`src/rtl/vga_timing_pkg.sv`:
```
`default_nettype none
// ============================================================================
// Module      : vga_timing_pkg
// Description : 640x480@60 Hz raster timing constants and derived sync
//               windows. The game core and test models share these constants.
// Revision    : 1.0 - initial release
// ============================================================================
package vga_timing_pkg;

  localparam int unsigned C_CNT_W    = 10;  // width of x/y raster counters
  localparam int unsigned C_DIV_W    = 6;   // width of the update divider

  localparam int unsigned C_H_VIS    = 640;
  localparam int unsigned C_H_FP     = 16;
  localparam int unsigned C_H_SYNC   = 96;
  localparam int unsigned C_H_BP     = 48;
  localparam int unsigned C_H_TOTAL  = C_H_VIS + C_H_FP + C_H_SYNC + C_H_BP;

  localparam int unsigned C_V_VIS    = 480;
  localparam int unsigned C_V_FP     = 10;
  localparam int unsigned C_V_SYNC   = 2;
  localparam int unsigned C_V_BP     = 33;
  localparam int unsigned C_V_TOTAL  = C_V_VIS + C_V_FP + C_V_SYNC + C_V_BP;

  // Active level of hsync/vsync (0 = active-low)
  localparam logic        C_SYNC_POL = 1'b0;

  // First count inside the sync pulse: right after the front porch
  function automatic int unsigned sync_first(input int unsigned vis,
                                             input int unsigned fp);
    return vis + fp;
  endfunction

  // Last count inside the sync pulse (inclusive)
  function automatic int unsigned sync_last(input int unsigned vis,
                                            input int unsigned fp,
                                            input int unsigned sync);
    return vis + fp + sync - 1;
  endfunction

  localparam int unsigned C_H_SYNC_FIRST = sync_first(C_H_VIS, C_H_FP);
  localparam int unsigned C_H_SYNC_LAST  = sync_last(C_H_VIS, C_H_FP, C_H_SYNC);
  localparam int unsigned C_V_SYNC_FIRST = sync_first(C_V_VIS, C_V_FP);
  localparam int unsigned C_V_SYNC_LAST  = sync_last(C_V_VIS, C_V_FP, C_V_SYNC);

endpackage
`default_nettype wire

```
`src/rtl/vga_axis_counter.sv`:
```
`default_nettype none
// ============================================================================
// Module      : vga_axis_counter
// Description : One raster axis (horizontal or vertical). Wrapping counter
//               with enable, terminal-count flag, and visible/sync decodes
//               registered from the pre-edge count so they line up with
//               externally registered copies of the count.
// Ports       : i_clk      - pixel clock
//               i_rst_n    - asynchronous active-low reset
//               i_en       - advance the counter this cycle
//               o_count    - current (pre-edge) count, 0..TOTAL-1
//               o_tc       - count is TOTAL-1 and i_en is high (wraps now)
//               o_vis      - registered: previous count was < VIS
//               o_sync     - registered: previous count in sync window,
//                            driven at SYNC_POL when active
// Revision    : 1.0 - initial release
// ============================================================================
module vga_axis_counter #(
  parameter int unsigned CNT_W      = 10,
  parameter int unsigned TOTAL      = 800,
  parameter int unsigned VIS        = 640,
  parameter int unsigned SYNC_FIRST = 656,
  parameter int unsigned SYNC_LAST  = 751,
  parameter logic        SYNC_POL   = 1'b0
) (
  input  logic             i_clk,
  input  logic             i_rst_n,
  input  logic             i_en,
  output logic [CNT_W-1:0] o_count,
  output logic             o_tc,
  output logic             o_vis,
  output logic             o_sync
);

  localparam logic [CNT_W-1:0] C_LAST       = CNT_W'(TOTAL - 1);
  localparam logic [CNT_W-1:0] C_VIS        = CNT_W'(VIS);
  localparam logic [CNT_W-1:0] C_SYNC_FIRST = CNT_W'(SYNC_FIRST);
  localparam logic [CNT_W-1:0] C_SYNC_LAST  = CNT_W'(SYNC_LAST);
  localparam logic [CNT_W-1:0] C_ONE        = CNT_W'(1);

  logic [CNT_W-1:0] r_count;
  logic             r_vis;
  logic             r_sync;
  logic             w_at_last;
  logic             w_vis;
  logic             w_sync_win;

  assign w_at_last  = (r_count == C_LAST);
  assign w_vis      = (r_count < C_VIS);
  assign w_sync_win = (r_count >= C_SYNC_FIRST) && (r_count <= C_SYNC_LAST);

  always_ff @(posedge i_clk or negedge i_rst_n) begin
    if (!i_rst_n) begin
      r_count <= '0;
      r_vis   <= 1'b0;
      r_sync  <= ~SYNC_POL;
    end else begin
      if (i_en) begin
        r_count <= w_at_last ? '0 : (r_count + C_ONE);
      end
      // Decodes sample every cycle, independent of i_en, so the vertical
      // decode stays aligned with the registered y output across a line.
      r_vis  <= w_vis;
      r_sync <= w_sync_win ? SYNC_POL : ~SYNC_POL;
    end
  end

  assign o_count = r_count;
  assign o_tc    = i_en & w_at_last;
  assign o_vis   = r_vis;
  assign o_sync  = r_sync;

endmodule
`default_nettype wire

```
`src/rtl/vga_timing_gen.sv`:
```
`default_nettype none
// ============================================================================
// Module      : vga_timing_gen
// Description : VGA raster timing source. Two axis counters produce the
//               raster. Every output is registered from the pre-edge counter
//               values, so outputs are coherent and lag the counters by one
//               cycle. Also generates a frame-divided game-update strobe at
//               the start of vertical blank.
// Ports       : i_pixel_clk   - pixel clock (25 MHz for 640x480@60)
//               i_rst_n       - asynchronous active-low reset
//               i_update_div  - update period minus one, in frames
//               o_x_count     - pixel column, 0..H_TOTAL-1
//               o_y_count     - line, 0..V_TOTAL-1
//               o_display     - x < H_VIS and y < V_VIS
//               o_hsync       - horizontal sync (active level SYNC_POL)
//               o_vsync       - vertical sync (active level SYNC_POL)
//               o_frame_start - one-cycle pulse while outputs show (0,0)
//               o_update      - one-cycle pulse while outputs show (0,V_VIS)
// Revision    : 1.0 - initial release
// ============================================================================
module vga_timing_gen
  import vga_timing_pkg::*;
#(
  parameter int unsigned H_VIS    = C_H_VIS,
  parameter int unsigned H_FP     = C_H_FP,
  parameter int unsigned H_SYNC   = C_H_SYNC,
  parameter int unsigned H_BP     = C_H_BP,
  parameter int unsigned V_VIS    = C_V_VIS,
  parameter int unsigned V_FP     = C_V_FP,
  parameter int unsigned V_SYNC   = C_V_SYNC,
  parameter int unsigned V_BP     = C_V_BP,
  parameter logic        SYNC_POL = C_SYNC_POL
) (
  input  logic               i_pixel_clk,
  input  logic               i_rst_n,
  input  logic [C_DIV_W-1:0] i_update_div,
  output logic [C_CNT_W-1:0] o_x_count,
  output logic [C_CNT_W-1:0] o_y_count,
  output logic               o_display,
  output logic               o_hsync,
  output logic               o_vsync,
  output logic               o_frame_start,
  output logic               o_update
);

  localparam int unsigned      C_LINE_LEN    = H_VIS + H_FP + H_SYNC + H_BP;
  localparam int unsigned      C_FRAME_LINES = V_VIS + V_FP + V_SYNC + V_BP;
  localparam logic [C_CNT_W-1:0] C_V_BLANK   = C_CNT_W'(V_VIS);
  localparam logic [C_DIV_W-1:0] C_FC_ONE    = C_DIV_W'(1);

  logic [C_CNT_W-1:0] w_h_cnt;
  logic [C_CNT_W-1:0] w_v_cnt;
  logic               w_h_tc;
  logic               w_v_tc;
  logic               w_h_vis;
  logic               w_v_vis;
  logic               w_hsync;
  logic               w_vsync;
  logic               w_vblank_start;
  logic               w_div_hit;

  logic [C_CNT_W-1:0] r_x_count;
  logic [C_CNT_W-1:0] r_y_count;
  logic               r_frame_start;
  logic               r_update;
  logic               r_at_origin;
  logic [C_DIV_W-1:0] r_div_lat;
  logic [C_DIV_W-1:0] r_frame_cnt;

  vga_axis_counter #(
    .CNT_W      (C_CNT_W),
    .TOTAL      (C_LINE_LEN),
    .VIS        (H_VIS),
    .SYNC_FIRST (sync_first(H_VIS, H_FP)),
    .SYNC_LAST  (sync_last(H_VIS, H_FP, H_SYNC)),
    .SYNC_POL   (SYNC_POL)
  ) u_h_axis (
    .i_clk   (i_pixel_clk),
    .i_rst_n (i_rst_n),
    .i_en    (1'b1),
    .o_count (w_h_cnt),
    .o_tc    (w_h_tc),
    .o_vis   (w_h_vis),
    .o_sync  (w_hsync)
  );

  vga_axis_counter #(
    .CNT_W      (C_CNT_W),
    .TOTAL      (C_FRAME_LINES),
    .VIS        (V_VIS),
    .SYNC_FIRST (sync_first(V_VIS, V_FP)),
    .SYNC_LAST  (sync_last(V_VIS, V_FP, V_SYNC)),
    .SYNC_POL   (SYNC_POL)
  ) u_v_axis (
    .i_clk   (i_pixel_clk),
    .i_rst_n (i_rst_n),
    .i_en    (w_h_tc),
    .o_count (w_v_cnt),
    .o_tc    (w_v_tc),
    .o_vis   (w_v_vis),
    .o_sync  (w_vsync)
  );

  // Counters sit at the first pixel of the bottom blanking region
  assign w_vblank_start = (w_h_cnt == '0) && (w_v_cnt == C_V_BLANK);

  // >= rather than == so that a divider lowered below the running count
  // still fires at the next vblank instead of waiting for a 6-bit wrap.
  assign w_div_hit = (r_frame_cnt >= r_div_lat);

  always_ff @(posedge i_pixel_clk or negedge i_rst_n) begin
    if (!i_rst_n) begin
      r_x_count     <= '0;
      r_y_count     <= '0;
      r_frame_start <= 1'b0;
      r_update      <= 1'b0;
      // Counters reset to (0,0), so the origin flag starts set
      r_at_origin   <= 1'b1;
      // Overwritten by i_update_div on the first edge after release
      r_div_lat     <= '0;
      r_frame_cnt   <= '0;
    end else begin
      r_x_count     <= w_h_cnt;
      r_y_count     <= w_v_cnt;
      // Both axes wrap together exactly when the counters next show (0,0)
      r_at_origin   <= w_h_tc & w_v_tc;
      r_frame_start <= r_at_origin;
      if (r_at_origin) begin
        r_div_lat <= i_update_div;
      end
      r_update <= w_vblank_start & w_div_hit;
      if (w_vblank_start) begin
        r_frame_cnt <= w_div_hit ? '0 : (r_frame_cnt + C_FC_ONE);
      end
    end
  end

  assign o_x_count     = r_x_count;
  assign o_y_count     = r_y_count;
  assign o_display     = w_h_vis & w_v_vis;
  assign o_hsync       = w_hsync;
  assign o_vsync       = w_vsync;
  assign o_frame_start = r_frame_start;
  assign o_update      = r_update;

endmodule
`default_nettype wire

```
`config.mk`:
```
export PLATFORM = sky130hd
export DESIGN_NAME = vga_timing_gen
export DESIGN_NICKNAME = d
export VERILOG_FILES = /design/src/rtl/vga_timing_pkg.sv /design/src/rtl/vga_axis_counter.sv /design/src/rtl/vga_timing_gen.sv
export SDC_FILE = /design/constraint.sdc
export NUM_CORES = 1
export LEC_CHECK = 0
export ABC_AREA = 1
export ABC_CLOCK_PERIOD_IN_PS = 1400
export BUFFER_PORTS_ARGS = -buffer_cell sky130_fd_sc_hd__buf_2
export CELL_PAD_IN_SITES_DETAIL_PLACEMENT = 1
export CELL_PAD_IN_SITES_GLOBAL_PLACEMENT = 1
export CORE_ASPECT_RATIO = 2
export CORE_MARGIN = 1.5
export CORE_UTILIZATION = 39
export DETAILED_ROUTE_END_ITERATION = 16
export PLACE_DENSITY = 0.73
export SETUP_SLACK_MARGIN = 0.1
export SYNTH_ARGS = -nofsm -noshare
export SYNTH_HDL_FRONTEND = slang
export SYNTH_SLANG_ARGS = --single-unit
```
`constraint.sdc`:
```
create_clock -name i_pixel_clk -period 1.4 [get_ports i_pixel_clk]
set_input_delay 0.28 -clock i_pixel_clk [delete_from_list [all_inputs] [get_ports i_pixel_clk]]
set_output_delay 0.28 -clock i_pixel_clk [all_outputs]
set_load 0.1 [all_outputs]
```
======== Yosys cells after proc, flatten, opt, wreduce, memory -nomap -nowiden ========
Cells that the tools add are included.
storage, ports and cells
  logic and storage cells ................. 39
  output and inout bits ................... 25
  flip-flop bits (word level) ............. 59
  input bits .............................. 8
cells by class
  add/sub/neg operators ................... 3
  bitwise logic cells ..................... 4
  order comparisons ....................... 7
  multiplexer cells ....................... 5
  equal/unequal tests ..................... 3
  reduce and logical (&&, ||, !) cells .... 4
operators by type and width
  cell                     number
  $add A10 B1 Y10 const B  2
  $eq A10 B10 Y1 const B   2
  $mux W10                 2
  $eq A10 B9 Y1 const B    1
  $ge A10 B10 Y1 const B   1
  $ge A10 B9 Y1 const B    1
  $le A10 B10 Y1 const B   1
  $le A10 B9 Y1 const B    1
  $logic_not A10 Y1        1
  $lt A10 B10 Y1 const B   1
  $lt A10 B9 Y1 const B    1
  $add A6 B1 Y6 const B    1
  $ge A6 B6 Y1             1
  $mux W6                  1
  $and A1 B1 Y1            4
  $logic_and A1 B1 Y1      3
  $mux W1                  2

======== Longest topological paths before layout ========
  word-level depth ........................ 3
  depth in mapped cells ................... 10
  gate-level depth less buffers ........... 10

======== Hierarchy ========
A second synthesis with hierarchy kept.
second synthesis, totals
  cell total of the unflattened synthesis .. 331
  area, all modules ....................... 2,840.2 µm²
modules (own cells, without submodules)
  module                       area each (µm²)  times used  cells each  seq. area each (µm²)
  vga_timing_gen               1,466.4          1           156         877.1
  vga_axis_counter (u_v_axis)  723.2            1           93          301.5
  vga_axis_counter (u_h_axis)  650.6            1           82          301.5

======== Worst setup path before layout ========
Ideal clock, no wire load.
  path type ............................... reg-to-reg
  start point ............................. register u_h_axis.r_count[0] (netlist: u_h_axis.o_count[0])
  end point ............................... register u_v_axis.r_count[6] (netlist: u_v_axis.o_count[6])
  required time ........................... 1.281 ns
  setup slack ............................. 0.023 ns
  arrival time ............................ 1.258 ns
  buffers on the path ..................... 1
  setup time .............................. 0.119 ns
  cell stages (with the launch flop) ...... 10
  cell sequence ........................... dfrtp_1 -> ha_1 -> nand2_2 -> nor2_4 -> nand3_2 -> nor2_4 -> buf_6 -> inv_2 -> nand2_1 -> o21ai_2
between the ends
  longest elaborated chain between the ends .. 1
ends and longest elaborated chain
  what                    line                    text
  from (decl)             vga_axis_counter.sv:41  logic [CNT_W-1:0] r_count;
  from (signal assigned)  vga_axis_counter.sv:59  r_count <= w_at_last ? '0 : (r_count + C_ONE);
  $eq A10 B10 Y1          vga_axis_counter.sv:48  assign w_at_last = (r_count == C_LAST);
  to (signal assigned)    vga_axis_counter.sv:59
  to (decl)               vga_axis_counter.sv:41
No other way between the ends.
A chain may end at the register's enable or synchronous reset.

======== Worst setup path in the final report ========
  start point ............................. register u_h_axis.r_count[1] (netlist: u_h_axis.o_count[1])
  end point ............................... register u_h_axis.r_count[4] (netlist: u_h_axis.o_count[4])
between the ends
  longest elaborated chain between the ends .. 2
  elaborated cells on any way between the ends .. 3
  classes of those cells .................. add/sub: 1; eq/ne: 1; mux: 1
ends and longest elaborated chain
  what                                                      line
  $add A10 B1 Y10 / $eq A10 B10 Y1 (equally long branches)  vga_axis_counter.sv:59, vga_axis_counter.sv:48
  $mux W10 *                                                vga_axis_counter.sv:59
Every way passes the cells marked *; elsewhere a longest branch is shown, timed or not.

==> impl_metrics.csv <==
group,metric,value,unit
logic_synthesis,ys_warn_count,0,
sta,fin_crit,1.54,ns
clocking,cts_tree,"built",
clocking,cts_root_buf,"clkbuf_16",
power,pwr-share-clk,56.1,%
sta,fin_skew,0.00498,ns
route,totalWireLength,8.17,mm
floorplanning,initial_core_util,40.2,%
logic_synthesis,synthCells,311,
power,swShare,19.3,%
worst_hold_path,hold_class,"input pin to flip-flop",
logic_synthesis,synth_area,0.00277,mm²
layout,seq_area,0.00148,mm²
route,wire_per_inst,16.6,µm
placed_design,dp_hpwl,5.15,mm
global_route,grt_max_degree,60,
floorplanning,die-area,0.00765,mm²
layout,drive_gt1_share,37.2,%
power,ir_drop,0.000551,V
layout,layout.nets,419,
placed_design,gp_congestion,0.817,
power,switchingPower,0.774,mW
worst_setup_path,critPathLaunchType,"flip-flop",
worst_setup_path,ff2ff_path_depth,11,
logic_synthesis,ys_ff_latch,59,
layout,final_common_cell,"nand2_1",
power,power_frac_seq,42.7,%
power,total_power,4.00,mW
power,power_density,990,mW/mm²
logic_synthesis,synth.avg_cell_area,8.91,µm²
sta,period_share,110,%
global_route,first_global_vias,2660,
sta,hold_violations,0,
sta,max_freq,650,MHz
clocking,htree_levels,3,
global_route,grtUsageMet2,43.4,%
global_route,grt_pass1_wl,12.7,mm
layout,syn2layout_area_growth,46.0,%
power,power.internal,3.23,mW
logic_synthesis,ys_types,29,
outcome,status,"finished, violations left",
worst_setup_path,worstPathArrival,1.77,ns
clocking,cts_buffers,9,
floorplanning,io_pins,33,
global_route,use_met3,4.43,%
route,vias_per_cell,5.07,
logic_synthesis,ys_seq_area_share,53.4,%
worst_setup_path,reg2reg_slack,-0.14,ns
worst_hold_path,whs_path_depth,3,
floorplanning,die_h,122,µm
layout,diodes,0,
sta,relSlewSlack,78.5,%
sta,maxSlewViolCount,0,
sta,layout_setup_ws,-0.139,ns
clocking,clkLatencyLatePin,0.33,ns
power,leakage,2.02,nW
worst_hold_path,worstHoldStart,"i_update_div[2]",
floorplanning,rows,43,
sta,worst_pin_slew,0.320,ns
power,combPwrFrac,1.2,%
worst_setup_path,reg2reg_to,"u_h_axis.o_count[4]",
route,drt_pass1_iterations,4,
outcome,failed_checks,"negative setup slack",
route,first_iter_violations,89,
global_route,track_usage,22.3,%
layout,multi_input_area,0.00129,mm²
floorplanning,core_area,0.00689,mm²
placed_design,io_buffers,32,
clocking,clk_pin_slew,0.05,ns
worst_setup_path,crit_type,"flip-flop to flip-flop",
sta,finalSetupViolations,25,
logic_synthesis,synthesis.nets,331,
route,drc_errors,0,
global_route,gr-total-overflow,0,
global_route,grt.busiest_layer,"met2",
route,drt.antenna.violating_nets,0,
worst_setup_path,cp-end-kind,"flip-flop",
worst_setup_path,crit_path_max_fanout,3,
worst_setup_path,reg2reg_from,"u_h_axis.o_count[1]",
clocking,cts_sinks,59,
global_route,grt_antenna_before_repair,0,
clocking,clockBufferDepth,2,
worst_hold_path,hold_end,"r_div_lat[2]",
sta,rsz0062_at_grt,"yes",
global_route,use_met1,20.4,%
sta,setup_tns,-1.72,ns
floorplanning,die_w,62.6,µm
worst_setup_path,cp.required,1.63,ns
route,num_vias,2501,
layout,fillers,813,
layout,mostFrequentLayoutCells,"nand2_1 (72), buf_4 (64), dfrtp_1 (53), inv_1 (40), nor2_1 (24)",
run,maxCapViolCount,0,
-- critical path, cell delays in order (launching register included) --
cell	delay (ns)
dfrtp_1	0.43
ha_4	0.20
nand2_4	0.07
nor2_4	0.04
buf_4	0.14
buf_4	0.13
buf_6	0.11
buf_4	0.12
inv_1	0.04
nand2_1	0.05
nand2_1	0.06
inv_1	0.04
-- stage by stage --
step	cells	hold WS, ns	setup WS (ns)	instance area, µm²	util, %
final	493	0.164	-0.139	4040	58.7
after global routing	493	0.173	-0.205	4040	58.7
after CTS	489	0.152	-0.0180	3870	56.1
after detailed placement	465	0.310	-0.0675	3360	48.8
after global placement	465	0.309	-0.0222	3360	48.8
after floorplan	311	-0.0156	0.0289	2780	-
-- routing by layer --
metal	part of all wire (%)	routed length, µm
met3	3.2	265
met1	33	2710
met5	0	0
met4	5.1	419
met2	59	4780
-- logic make-up (layout without fill, tap and decap cells) --
| family | Yosys count | after routing | share of synthesized area (%) |
|---|---|---|---|
| xor gates and xnor gates | 8 | 8 | 2.53 |
| AOI/OAI and AO/OA | 25 | 25 | 5.01 |
| buffers and inverters | 48 | 140 | 6.91 |
| muxes | 1 | 1 | 0.406 |
| and+or+nand+nor | 158 | 158 | 26.3 |
| adders and majority gates | 12 | 12 | 5.42 |
| DFF | 59 | 59 | 53.4 |
-- power by group through the flow --
stage | clock, mW | sequential, mW | combinational, mW
finish | 2.25 | 1.71 | 0.0495
global route | 2.36 | 1.71 | 0.0584
floorplan | 0 | 1.74 | 0.0000558
CTS | 2.29 | 1.71 | 0.0532
detailed placement | 0 | 1.74 | 0.0506
global placement | 0 | 1.74 | 0.0501
-- worst max-delay path by stage --
| stage | cells after the start | slack, ns | end | start |
|---|---|---|---|---|
| floorplan | 9 | 0.03 | u_v_axis.o_count[6] | u_h_axis.o_count[0] |
| global placement | 8 | -0.02 | r_frame_cnt[0] | u_h_axis.o_count[1] |
| global route | 10 | -0.20 | u_v_axis.o_count[5] | u_h_axis.o_count[1] |
| detailed placement | 9 | -0.07 | u_v_axis.o_count[6] | u_h_axis.o_count[1] |
| CTS | 7 | -0.02 | r_frame_cnt[0] | r_frame_cnt[5] |
| finish | 11 | -0.14 | u_h_axis.o_count[4] | u_h_axis.o_count[1] |
-- sequential cells by signal, indices dropped and copies added, names as in the netlist --
name,count
r_at_origin,1
u_v_axis.o_count,10
o_frame_start,1
u_h_axis.o_vis,1
u_h_axis.o_sync,1
o_update,1
u_v_axis.o_vis,1
r_div_lat,6
o_x_count,10
r_frame_cnt,6
u_h_axis.o_count,10
u_v_axis.o_sync,1
o_y_count,10
-- cell type report --
| type | instances | area share, % |
|---|---|---|
| flip-flops and latches | 59 | 36.7 |
| well taps | 90 | 2.78 |
| multi-input cells | 204 | 32.0 |
| clock buffers | 13 | 6.68 |
| repair buffers | 80 | 16.6 |
| inverters | 45 | 4.33 |
| clock inverters | 2 | 0.866 |
-- cells in the mapped netlist (all sizes together) --
master   count  area [µm²]
a21o         1        7.51
a21oi        4        20.0
buf          2        18.8
clkbuf       1        3.75
clkinv       1        3.75
dfrtp       56        1400
dfstp        3        78.8
ha          12         150
inv         44         165
mux2         1        11.3
nand2       81         314
nand3       19         105
nand3b       1        7.51
nand4        8        56.3
nor2        42         205
nor3         7        40.0
o2111ai      2        17.5
o21ai       18        93.8
xnor2        1        8.76
xor2         7        61.3
-- what timing repair did --
item                                    CTS  global route
endpoints found under the setup margin   49            30
hold endpoints to repair                 56             0
resized for setup                        41            29
gates cloned                              0             1
pin swaps                                 9             8
hold buffers                              1             0
buffers inserted                          8             3
Note: power is estimated with default switching activity, not from simulation.
